### config.mk
export PLATFORM = sky130hd
export DESIGN_NAME = coin_acceptor
export DESIGN_NICKNAME = d
export VERILOG_FILES = /design/src/rtl/coin_acceptor.sv
export SDC_FILE = /design/constraint.sdc
export NUM_CORES = 1
export LEC_CHECK = 0
export BUFFER_PORTS_ARGS = -buffer_cell sky130_fd_sc_hd__buf_4
export CORE_MARGIN = 1
export CORE_UTILIZATION = 61
export CTS_CLUSTER_DIAMETER = 30
export DETAILED_ROUTE_END_ITERATION = 7
export MAX_ROUTING_LAYER = met4
export PLACE_DENSITY = 0.88
export SETUP_SLACK_MARGIN = 0.2
export SKIP_LAST_GASP = 1
export SLEW_MARGIN = 20
export SYNTH_ARGS = -nofsm -noshare
export SYNTH_HDL_FRONTEND = slang
export SYNTH_SLANG_ARGS = --single-unit
### constraint.sdc
create_clock -name Clock -period 7.4 [get_ports Clock]
set_input_delay 1.11 -clock Clock [delete_from_list [all_inputs] [get_ports Clock]]
set_output_delay 1.11 -clock Clock [all_outputs]
set_load 0.01 [all_outputs]
### src/rtl/coin_acceptor.sv
// coin_acceptor
//   Front end for the vending FSM. Synchronises and debounces the raw quarter
//   and dollar sensor lines, turns each debounced rising edge into one coin
//   event, queues accepted coins and replays them as spaced, mutually
//   exclusive single-cycle pulses. Coins that cannot be taken are returned
//   through a one-cycle Reject pulse.
//
// Ports
//   Clock          rising-edge system clock
//   Reset          asynchronous, active-low reset
//   Quarter_Sense  raw quarter sensor (asynchronous, bouncy)
//   Dollar_Sense   raw dollar sensor (asynchronous, bouncy)
//   Enable         1 = accept coins, 0 = reject every new coin
//   Quarter_In     one-cycle pulse per accepted quarter
//   Dollar_In      one-cycle pulse per accepted dollar
//   Reject         one-cycle pulse opening the coin return gate
//   Pending        number of coins waiting in the queue
module coin_acceptor #(
  parameter int unsigned DEBOUNCE_CYCLES = 4,
  parameter int unsigned GAP_CYCLES      = 2,
  parameter int unsigned QUEUE_DEPTH     = 2
) (
  input  logic                               Clock,
  input  logic                               Reset,
  input  logic                               Quarter_Sense,
  input  logic                               Dollar_Sense,
  input  logic                               Enable,
  output logic                               Quarter_In,
  output logic                               Dollar_In,
  output logic                               Reject,
  output logic [$clog2(QUEUE_DEPTH+1)-1:0]   Pending
);

  localparam int unsigned PW = $clog2(QUEUE_DEPTH + 1);
  localparam int unsigned DW = $clog2(DEBOUNCE_CYCLES + 1);
  localparam int unsigned GW = (GAP_CYCLES > 1) ? $clog2(GAP_CYCLES) : 1;
  localparam logic [DW-1:0] DEB_LAST = DW'(DEBOUNCE_CYCLES - 1);
  localparam logic [GW-1:0] GAP_LAST = GW'((GAP_CYCLES > 0) ? GAP_CYCLES - 1 : 0);
  localparam logic [PW:0]   DEPTH_W  = (PW + 1)'(QUEUE_DEPTH);

  typedef enum logic [1:0] {IDLE, EMIT, GAP} state_t;

  // Line index 0 = quarter, 1 = dollar.
  logic [1:0]    sense;
  logic [1:0]    sync1, sync2, filt, filt_d, rise;
  logic [DW-1:0] deb_cnt [2];

  logic                   q_ev, d_ev, q_acc, d_acc, pop, reject_n;
  logic [PW:0]            free;
  logic [QUEUE_DEPTH-1:0] fifo, fifo_n;   // bit 0 is the head; 1 = dollar
  logic [PW-1:0]          count, count_n;
  state_t                 state, state_n;
  logic [GW-1:0]          gap_cnt, gap_cnt_n;

  assign sense = {Dollar_Sense, Quarter_Sense};

  // Synchroniser and debounce filter for both lines.
  always_ff @(posedge Clock or negedge Reset) begin
    if (!Reset) begin
      sync1  <= '0;
      sync2  <= '0;
      filt   <= '0;
      filt_d <= '0;
      for (int unsigned i = 0; i < 2; i++) deb_cnt[i] <= '0;
    end else begin
      sync1  <= sense;
      sync2  <= sync1;
      filt_d <= filt;
      for (int unsigned i = 0; i < 2; i++) begin
        if (sync2[i] == filt[i]) begin
          deb_cnt[i] <= '0;
        end else if (deb_cnt[i] == DEB_LAST) begin
          deb_cnt[i] <= '0;
          filt[i]    <= sync2[i];
        end else begin
          deb_cnt[i] <= deb_cnt[i] + 1'b1;
        end
      end
    end
  end

  // filt_d resets to 0, so a line already high at reset release still
  // produces one event once its filtered level rises.
  assign rise = filt & ~filt_d;
  assign q_ev = rise[0];
  assign d_ev = rise[1];

  // Output sequencer: next state and pop decision.
  always_comb begin
    state_n   = state;
    gap_cnt_n = gap_cnt;
    pop       = 1'b0;
    unique case (state)
      IDLE: begin
        if (count != '0) begin
          pop     = 1'b1;
          state_n = EMIT;
        end
      end
      EMIT: begin
        gap_cnt_n = '0;
        state_n   = (GAP_CYCLES == 0) ? IDLE : GAP;
      end
      GAP: begin
        // The IDLE check is folded into the last gap cycle so the idle time
        // between two pulses is exactly GAP_CYCLES.
        if (gap_cnt == GAP_LAST) begin
          if (count != '0) begin
            pop     = 1'b1;
            state_n = EMIT;
          end else begin
            state_n = IDLE;
          end
        end else begin
          gap_cnt_n = gap_cnt + 1'b1;
        end
      end
      default: state_n = IDLE;
    endcase
  end

  // Acceptance and queue update. A pop on the same edge frees a slot;
  // the dollar claims the first free slot, the quarter the next.
  always_comb begin
    free     = DEPTH_W - {1'b0, count} + {{PW{1'b0}}, pop};
    d_acc    = Enable && d_ev && (free != '0);
    q_acc    = Enable && q_ev && (free > {{PW{1'b0}}, d_acc});
    reject_n = (d_ev && !d_acc) || (q_ev && !q_acc);

    fifo_n  = fifo;
    count_n = count;
    if (pop) begin
      fifo_n  = fifo >> 1;
      count_n = count - 1'b1;
    end
    if (d_acc) begin
      for (int unsigned i = 0; i < QUEUE_DEPTH; i++)
        if (PW'(i) == count_n) fifo_n[i] = 1'b1;
      count_n = count_n + 1'b1;
    end
    if (q_acc) begin
      for (int unsigned i = 0; i < QUEUE_DEPTH; i++)
        if (PW'(i) == count_n) fifo_n[i] = 1'b0;
      count_n = count_n + 1'b1;
    end
  end

  always_ff @(posedge Clock or negedge Reset) begin
    if (!Reset) begin
      state      <= IDLE;
      gap_cnt    <= '0;
      fifo       <= '0;
      count      <= '0;
      Quarter_In <= 1'b0;
      Dollar_In  <= 1'b0;
      Reject     <= 1'b0;
    end else begin
      state      <= state_n;
      gap_cnt    <= gap_cnt_n;
      fifo       <= fifo_n;
      count      <= count_n;
      Quarter_In <= pop & ~fifo[0];
      Dollar_In  <= pop & fifo[0];
      Reject     <= reject_n;
    end
  end

  assign Pending = count;

endmodule
# --- Word level (Yosys, flattened, before mapping) ---
# Cells that the tools add are included.
op_classes:
  addsub: 8
  magnitude_cmp: 1
  n_eq_ne: 10
  muxes: 23
  bitwise: 7
  reduce_logical: 18
ops:
  columns: ["cell", "count"]
  rows:
  - ["2-to-1 mux 2 bit", 8]
  - ["2-to-1 mux 3 bit", 4]
  - ["2-to-1 mux 1 bit", 8]
  - ["adder 3 x 1 -> 3 bit (second input constant)", 2]
  - ["equality test 3 x 2 -> 1 bit (second input constant)", 2]
  - ["logical AND 1 bit", 6]
  - ["logical NOT 2 bit", 3]
  - ["case mux 2 bit (3 select lines)", 1]
  - ["AND reduction 2 bit", 3]
  - ["adder 2 x 1 -> 2 bit (second input constant)", 2]
  - ["equality test 1 x 2 -> 1 bit (first input constant)", 2]
  - ["!= test 2 bit (second input constant)", 2]
  - ["case mux 1 bit (2 select lines)", 2]
  - ["nonzero test 2 bit", 2]
  - ["adder 3 x 1 -> 3 bit", 1]
  - ["greater-than comparator 3 x 1 -> 1 bit", 1]
  - ["NOT 1 bit", 3]
  - ["nonzero test 3 bit", 1]
  - ["subtractor 2 x 2 -> 3 bit (first input constant)", 1]
  - ["AND 1 bit", 2]
  - ["AND 2 bit", 1]
  - ["equality test 1 bit", 2]
  - ["equality test 2 x 1 -> 1 bit (second input constant)", 1]
  - ["equality test 2 bit (second input constant)", 1]
  - ["other kinds (5)", 6]
word_totals:
  register_bits: 24
  in_bits: 5
  out_inout_bits: 5
  word_cells: 81

# --- Logic depth before layout (Yosys ltp) ---
depth:
  word_depth: 12
  depth_mapped: 13
  depth_no_buf: 13

# --- Worst setup path before layout ---
# Ideal clock, no wire load.
synth_path:
  path_kind: "register -> register"
  startpoint: "register count[1], in the netlist Pending[1]"
  endpoint: "register count[1], in the netlist Pending[1]"
  setup_ns: 0.079
  t_arrival_ns: 2.398
  required_ns: 7.321
  slack_ns: 4.922
  path_stages_with_launch: 14
  n_path_buf: 0
  synth_period_minus_slack_ns: 2.478
  cell_sequence: "dfrtp_1 > inv_1 > ha_1 > nand3b_1 > nand2_1 > inv_1 > ha_1 > ha_1 > and3b_1 > nor2_2 > a21oi_2 > inv_1 > ha_1 > mux2i_1"
synth_between:
  elab_chain_cells: 10
synth_rtl:
  columns: ["item", "line", "source"]
  rows:
  - ["start: declaration", "51", "logic [PW-1:0] count, count_n;"]
  - ["start signal: assignment", "161", "count <= count_n;"]
  - ["nonzero test 2 bit", "95, 108", null]
  - ["2-to-1 mux 1 bit", "95, 108", null]
  - ["2-to-1 mux 1 bit", "107", "if (gap_cnt == GAP_LAST) begin"]
  - ["case mux 1 bit (2 select lines)", "93", "unique case (state)"]
  - ["adder 3 x 1 -> 3 bit", "125", "free = DEPTH_W - {1'b0, count} + {{PW{1'b0}}, pop};"]
  - ["nonzero test 3 bit", "126", "d_acc = Enable && d_ev && (free != '0);"]
  - ["logical AND 1 bit", "126", null]
  - ["2-to-1 mux 2 bit or greater-than comparator 3 x 1 -> 1 bit (tied branches)", "136, 127", null]
  - ["adder 2 x 1 -> 2 bit or logical AND 1 bit (tied branches)", "144, 127", null]
  - ["2-to-1 mux 2 bit (*)", "141", "if (q_acc) begin"]
  - ["net count_n[1]", "51", null]
# The timed path passes the listed nets; every way through them passes the cells marked *.
# A chain may end at the register's enable or synchronous reset.

# --- Worst setup path after layout ---
# Same ends and word-level chain as after synthesis.

==> results.md <==
- Outcome: finished clean
- Post-CTS sizing: 0
- Skew final: a little over 0.0008 ns
- Min-Delay Path Class: reg -> reg
- Nets@finish: 134
- CTS tree: built
- Post CTS Setup Buffer Count: 0
- Leading post-synthesis cells by cell area: dfrtp_1, ha_1, inv_1
- I/O pin count: 10
- CP arrival: a little under 3 ns
- Synth Area in Compound Gates: roughly a tenth
- WHS Endpoint: sync2[1]
- Max Cap Viol: 0
- Global-route wire length before repair: 2780 um
- Yosys warns: 0
- Worst Hold Launch: sync1[1]
- RSZ-0062 raised after global routing: false
- Synth Area in Adders: ~15%
- Yosys top cell area share: roughly half
- Ys async rst share: 100%
- Worst Tran Pin Value: 0.353 ns
- Max H-tree Level: 1
- Clk pin slew, worst setup/hold paths: 0.11 ns
- Seq/Total Area, Yosys: 51.6%
- Synth cell types: 26
- Top-count cell post-synth: dfrtp_1
- CP max stage cell: dfrtp_1
- # DRC: 0
- Final setup fails: 0
- Clock sink total: 24
- Fin Setup TNS: 0 ns
- Placed cell areas: 0.00126 sq mm
- Final worst path period share: between 30 and 40%
- Instance count of the mapped netlist: 101
- Inserted Diodes: 0
- Critical path's largest stage delay: between 0.4 and 0.5 ns
- Vias per cell: around 5.4
- Simple-gate share of the synthesized area: 15.0%
- CP Max Fanout: 6
- Final WL: 1730 um
- Largest net degree at the start of global routing: 25
- Die area: 0.00209 sq mm
- Placed instance count: 135
- Max Root-Sink Buffers: 2
- Post-Syn Area: 0.00116 sq mm
- Starting Density: 66.0%
- EDFF count, synth: 0
- Hold Crit Depth: 0
- Multiplexer area fraction after synthesis: 2.79%
- Worst-skew pair later-pin latency: about 0.30 ns
- Largest family of logic cells by synthesized area: adder cells
- Multi-input logic area: 527 sq um
- Area Growth Syn to Fin: 10.4%
- Maximum vdd drop: 0.256 mV
- Sum of buffers and inverters on the critical path: 3
- Post-DP HPWL: 1400 um
- Cell taking the most area after synthesis: dfrtp_1
- Core Area: 0.00176 sq mm
- Post-CTS Hold Fix Bufs: 0
- Initial antenna violation count: 0
- Storage element area: 601 sq um
- Critical path required time: 7.63 ns
- Reg2reg end: Pending[1]
- Root buffer cell: clkbuf_4
- CTS Buf Count: 3
- Post-route ant nets: 0
- Rel. slew slack: 76.5%
- Most used cell, CP: ha_1
- Post-Synth XOR/XNOR Area: 2.26%
- R2R Path Start: Pending[1]
- Via count: 741
- Setup crit end kind: register
- Final cell count without fillers: 138
- P_leak: around 0.63 nW
- R2R Setup Slk: 4.66 ns
- Most frequent cells after synthesis: dfrtp_1, ha_1, inv_1
- Share of post-route cells with drive strength above 1: about 16%
- Syn Area/Cell: 11.5 sq um
- Pins Over Slew Limit: 0
- Commonest register cell after synthesis: dfrtp_1
- Grt total ovfl: 0
- Startpoint type of the worst setup path: register
- Worst reg-to-reg path cell count: 12
- Pwr/cell area: 436 mW/mm^2
- Fillers: roughly 130
- Die height: 45.7 um
- Die W: 45.7 um
- Register bit total from synthesis: 24
- Vias in the first global route: between 600 and 700
- Critical path class: reg -> reg
- Synthesized net count: between 100 and 150
- Avg WL per Cell: 12.5 um
- Initial DRC count: 9
- Global Route Usage Sum: 19.6%
- Num rows: 15
- Drt first pass iters: 4
- Power Total: 561 uW
- Worst-path cell chain: inv_1 > ha_1 > nand3b_1 > nand2_1 > inv_1 > ha_1 > inv_1 > ha_1 > nor3_1 > a21oi_1 > ha_1 > mux2i_1
- Post-Layout Inst Area: 0.00129 sq mm
- Final hold vios: 0
- Minimum clock period: about 2.7 ns
- Crit. Startpoint: Pending[1]
- IO Port Bufs: 9
- Max Clk Rate: about 360 MHz
- CP top delay family: adder cells
- GP Congestion: approximately 0.74
[final cells by class]
cell class,instances,share of cell area (%)
clock buffers,3,1.75
inverters,10,2.92
multi-input cells,67,41.0
flip-flops and latches,24,46.7
well taps,25,2.43
repair buffers,9,5.25
[registers in the layout, summed over array words and instances (netlist names)]
| name | cells |
|---|---|
| sync1 | 2 |
| filt | 2 |
| state | 2 |
| Dollar_In | 1 |
| gap_cnt | 1 |
| Quarter_In | 1 |
| deb_cnt | 6 |
| fifo | 2 |
| sync2 | 2 |
| Pending | 2 |
| filt_d | 2 |
| Reject | 1 |
[power breakdown]
group          switching, mW  internal [mW]  leakage (nW)
registers             0.0293          0.176         0.302
logic                  0.169          0.135         0.314
clock network         0.0334         0.0190        0.0138
[cells in the final DEF, fill, tap and decap left out, types with 3 or more instances in the layout]
master | synthesis | routed
inv_1 | 10 | 10
dfrtp_1 | 24 | 24
xnor2_1 | 3 | 3
buf_4 | 0 | 9
a21oi_1 | 3 | 3
nand2_1 | 7 | 7
clkbuf_4 | 0 | 3
o21ai_0 | 5 | 5
nor3_1 | 3 | 3
nor3b_1 | 4 | 4
ha_1 | 14 | 14
nor2b_1 | 3 | 3
nand3b_1 | 3 | 3
[cells by family after synthesis]
family	after synthesis
buffers and inverters	10
XOR/XNOR	3
multiplexers	3
AND/OR/NAND/NOR	30
adder cells (fa/ha/maj)	14
AO/OA/AOI/OAI	17
flip-flops	24
[per-layer routing]
layer  GRT usage, %  vias to the layer above  share of wire, %
li1               -                      372                 -
met1           22.0                      346                44
met2           34.6                       19                50
met3           2.38                        4               3.7
met4           8.82                        0               1.9
met5              -                        -                 0
[through the flow]
| step | worst slack [ns] | hold WS [ns] | util, % |
|---|---|---|---|
| 2_1_floorplan | 4.92 | 0.331 | - |
| 3_3_place_gp | 4.80 | 0.334 | 71.6 |
| 3_5_place_dp | 4.72 | 0.335 | 71.6 |
| 4_1_cts | 4.67 | 0.362 | 72.9 |
| 5_1_grt | 4.46 | 0.378 | 72.9 |
| 6_report | 4.66 | 0.360 | 72.9 |
[how the worst max path moves through the flow]
stage | endpoint | depth (start not counted) | slack, ns
floorplan | Pending[1] | 13 | 4.92
global placement | Pending[1] | 12 | 4.80
detailed placement | Pending[1] | 12 | 4.72
CTS | Pending[1] | 12 | 4.67
global route | Pending[1] | 12 | 4.46
finish | Pending[1] | 12 | 4.66
Note: power is estimated with default switching activity, not from simulation.
